**src/rtl/jk_multimode_reg.sv**
```systemverilog
// WIDTH-bit register built from per-bit JK cores. A runtime mode maps (a, b) onto J/K
// for JK, SR, D or T behaviour, with change pulse and sticky illegal-SR flags.
module jk_multimode_reg #(
  parameter int               WIDTH   = 4,
  parameter logic [WIDTH-1:0] RST_VAL = {WIDTH{1'b0}}
) (
  input  logic             clk,
  input  logic             rst,
  input  logic             en,
  input  logic [1:0]       mode,
  input  logic [WIDTH-1:0] a,
  input  logic [WIDTH-1:0] b,
  input  logic             err_clr,
  output logic [WIDTH-1:0] q,
  output logic [WIDTH-1:0] qb,
  output logic             chg,
  output logic [WIDTH-1:0] err_bits,
  output logic             err
);

  typedef enum logic [1:0] {
    MODE_JK = 2'b00,
    MODE_SR = 2'b01,
    MODE_D  = 2'b10,
    MODE_T  = 2'b11
  } mode_e;

  logic [WIDTH-1:0] j;
  logic [WIDTH-1:0] k;
  logic [WIDTH-1:0] sr_viol;
  logic [WIDTH-1:0] q_next;

  always_comb begin
    j       = '0;
    k       = '0;
    sr_viol = '0;
    case (mode_e'(mode))
      MODE_JK: begin
        j = a;
        k = b;
      end
      MODE_SR: begin
        // Illegal S=R=1 bits are forced to hold; legal bits update normally.
        sr_viol = a & b;
        j       = a & ~sr_viol;
        k       = b & ~sr_viol;
      end
      MODE_D: begin
        j = a;
        k = ~a;
      end
      default: begin
        j = a;
        k = a;
      end
    endcase
  end

  always_comb begin
    q_next = q;
    for (int i = 0; i < WIDTH; i++) begin
      case ({j[i], k[i]})
        2'b00:   q_next[i] = q[i];
        2'b01:   q_next[i] = 1'b0;
        2'b10:   q_next[i] = 1'b1;
        default: q_next[i] = ~q[i];
      endcase
    end
  end

  always_ff @(posedge clk or posedge rst) begin
    if (rst) begin
      q        <= RST_VAL;
      chg      <= 1'b0;
      err_bits <= '0;
    end else begin
      if (en) begin
        q   <= q_next;
        chg <= |(q_next ^ q);
      end else begin
        chg <= 1'b0;
      end
      // A fresh violation outranks err_clr in the same cycle.
      err_bits <= (en ? sr_viol : '0) | (err_clr ? '0 : err_bits);
    end
  end

  assign qb  = ~q;
  assign err = |err_bits;

endmodule

```
**config.mk**
```make
export PLATFORM = sky130hd
export DESIGN_NAME = jk_multimode_reg
export DESIGN_NICKNAME = d
export VERILOG_FILES = /design/src/rtl/jk_multimode_reg.sv
export SDC_FILE = /design/constraint.sdc
export NUM_CORES = 1
export LEC_CHECK = 0
export CORE_MARGIN = 2
export CORE_UTILIZATION = 43
export CTS_BUF_LIST = sky130_fd_sc_hd__clkbuf_4 sky130_fd_sc_hd__clkbuf_8
export DETAILED_ROUTE_END_ITERATION = 8
export PLACE_DENSITY_LB_ADDON = 0.25
export SYNTH_ARGS = -nofsm -noshare
export SYNTH_HDL_FRONTEND = slang
export SYNTH_SLANG_ARGS = --single-unit
export TNS_END_PERCENT = 5
```
**constraint.sdc**
```tcl
create_clock -name clk -period 1.4 [get_ports clk]
set_clock_uncertainty 0.15 [all_clocks]
set_input_delay 0.28 -clock clk [delete_from_list [all_inputs] [get_ports clk]]
set_output_delay 0.28 -clock clk [all_outputs]
set_load 0.05 [all_outputs]
```
==> results.txt <==
The flow ran to the end, but the final reports show violations. The checks that failed: setup timing. The number of DRC markers after the initial detailed-route iteration is 45. The startpoint of the most critical setup path is err_bits[3]$_DFF_PP0_. The global-route wire length before repair came out at 3920 um. In this run the number of H-tree levels came out at 1.

The largest vdd supply drop came out at 0.865 mV. The number of slew-limit violations in the final report came out at 0. STA classifies the critical path endpoint as an output port. The net count of the mapped netlist is 97.

The die height came out at 43.2 um. The half-perimeter wire length after detailed placement is 1860 um. In this run the register-to-register setup slack is 0.11 ns.

The total overflow reported by the global router is 0. The placeable core area came out at 1470 um^2. In this run the critical register-to-register path is captured at q[1]$_DFFE_PP0P_.

The final count of hold timing violations came out at 0. The clock passes through at most 2 buffers. The number of global-route vias before repair came out at 914.

The max capacitance violation total is 0. The depth of the most critical reg-to-reg path came out at 4. The least setup slack across all paths after layout is -0.112 ns. The worst path required time came out at 0.97 ns. STA classifies the critical path startpoint as a flip-flop. The number of setup violations in the final report is 4. Leaving out fill and tap cells, the most frequent cell in the layout is buf_4. Leaving out fill and tap cells, the most frequent cells in the layout are 19 x buf_4, 14 x buf_12, 11 x nand2_1, 7 x a21oi_1. The I/O pin count came out at 28. The leakage power is 0.557 nW. The clock transition at the registers of the reported paths is 0.06 ns. The remaining number of nets flagged by the antenna check after routing came out at 0.

The post-detailed-routing wire length is 2430 um. The number of inserted diodes is 0. The count of clock tree sinks came out at 9. Of all nets on the critical path, the largest fanout is 2. The number of port buffers came out at 27. The number of design rule violations left after detail routing is 0. The final standard cell count with taps included and fillers excluded is 146. The routed via count came out at 875. The slew at the pin with the worst max-slew slack is 0.355 ns. The initial antenna violation count came to 0. The worst hold path belongs to the class input pin to asynchronous set/reset pin. In this run the critical register-to-register path is launched from q[1]$_DFFE_PP0P_. The maximum clock rate is 661 MHz. Setup repair after global routing could not meet its margin everywhere. The critical path is of the flip-flop to output port type. For this run, the share of the core covered by cells in the final layout is 0.856. After detailed placement, the total cell area comes to 1210 um^2. The number of detailed-routing iterations run before antenna repair came out at 4. The number of cells produced by synthesis came out at 83. The number of unique standard cell types used by synthesis came out at 29. The clock reaches the later pin of the worst-skew pair after 0.26 ns.

TritonCTS built the clock tree. The end point of the critical path is err. After the last flow step, the layout net total stands at 145. Dividing total power by cell area gives a power density of 1030 nW/um^2. The share of cells above drive strength 1 came out at 0.431. The average routed wire per standard cell is 16.7 um.

The root buffer cell chosen for the clock tree is clkbuf_4. Across every metal layer, demand over resource in global routing totals 0.288. The total number of placement rows came out at 14. Dividing the detail-routed via count by the number of cells gives 5.99. The synthesis-to-finish area growth came out at 91.1%. The total die area is 1860 um^2. With fillers left out, the area of the finished cells amounts to 1260 um^2. For this run, the number of Yosys warnings is 0. Counting flops and latches in the post-synthesis netlist gives 9. The register area share after synthesis is 0.342.

In this run, placement finished with an instance count of 140. Data on the critical path arrives at its endpoint at 1.08 ns. Summing every instance area after synthesis gives 659 um^2. Buffers inserted during clock tree synthesis total 3. After synthesis, the mean cell area works out to 7.94 um^2. Entering global routing, the biggest net connects 11 pins. The effective utilization at floorplan is 0.448.

The worst setup slack after placement came out at -0.774 ns. The final critical delay including setup and external delays came out at 1.51 ns. The worst slew slack as a fraction of its limit is 0.763. The global placer's final weighted congestion is 0.814. The die boundary width is 43.2 um. The period utilization came out at 1.08.
worst min path at each step:
stage,slack (ns),from,endpoint,cells after the start
after floorplan,-0.04,rst,chg$_DFF_PP0_,1
after global placement,0.41,rst,err_bits[1]$_DFF_PP0_,2
after detailed placement,0.43,rst,err_bits[1]$_DFF_PP0_,2
after CTS,0.15,rst,chg$_DFF_PP0_,2
after global routing,0.16,rst,chg$_DFF_PP0_,2
final,0.14,rst,chg$_DFF_PP0_,2
power by group:
| group | leakage [nW] | switching [W] | internal [W] |
|---|---|---|---|
| clock network | 0.0184 | 0.0000913 | 0.000129 |
| registers | 0.109 | 0.0000620 | 0.000295 |
| logic | 0.429 | 0.000377 | 0.000346 |
| total | 0.557 | 0.000530 | 0.000770 |
routing by layer:
metal  GRT usage  part of all wire
met5           0                 0
met4       0.176             0.057
met3       0.123             0.065
met2       0.487              0.51
met1       0.285              0.37
critical path, stage by stage (launching register included):
cell and delay [ns]:
dfrtp_1 0.42, inv_2 0.07, nand4_1 0.14, buf_12 0.18
kinds of logic (layout without fill, tap and decap cells):
family | after synthesis | after routing | synth area share
AO/OA/AOI/OAI | 31 | 31 | 0.324
XOR/XNOR | 3 | 3 | 0.0399
buffers and inverters | 14 | 61 | 0.0930
flip-flops | 9 | 9 | 0.342
multiplexers | 1 | 1 | 0.0171
AND/OR/NAND/NOR | 25 | 25 | 0.184
state kept, by name, indices dropped and copies added, names as in the netlist:
| register | cells |
|---|---|
| err_bits | 4 |
| q | 4 |
| chg | 1 |
cells in the mapped netlist (all sizes together):
cell	instances	area, um^2
o2bb2a	1	10.0
xnor2	3	26.3
and2b	1	7.51
mux2	1	11.3
a32oi	2	17.5
a211oi	1	7.51
a22o	2	17.5
nor2	3	11.3
inv	11	41.3
o22ai	7	43.8
a21boi	1	7.51
dfrtp	9	225
a222oi	1	10.0
nand4	1	6.26
a41oi	2	17.5
a31o	1	8.76
a21oi	7	35.0
nor2b	5	31.3
clkbuf	1	3.75
nand2	12	47.6
or2	1	6.26
a2bb2oi	1	8.76
nand3	1	5.00
o21ai	1	5.00
a31oi	4	25.0
buf	2	16.3
and3	1	6.26
final cells by class:
cell class | count | area [um^2]
Timing Repair Buffer | 46 | 543
Multi-Input combinational cell | 60 | 388
Sequential cell | 9 | 230
Fill cell | 76 | 211
Inverter | 11 | 48.8
Clock buffer | 4 | 30.0
Tap cell | 16 | 20.0
what timing repair did:
action | in CTS | in global routing
resized for setup | 19 | 4
endpoints found under the setup margin | 14 | 8
buffers inserted | 1 | 1
pin swaps | 4 | 3
hold buffers | 0 | 0
per-stage QoR:
stage / setup TNS (ns) / total power (W) / hold WS (ns)
final: -0.346 / 0.00130 / 0.139
after global routing: -0.597 / 0.00135 / 0.159
after global placement: -4.69 / 0.00105 / 0.410
after floorplan: -1.26 / 0.000677 / -0.0422
after detailed placement: -5.71 / 0.00107 / 0.434
after CTS: -0.355 / 0.00130 / 0.145
Note: power is estimated with default switching activity, not from simulation.
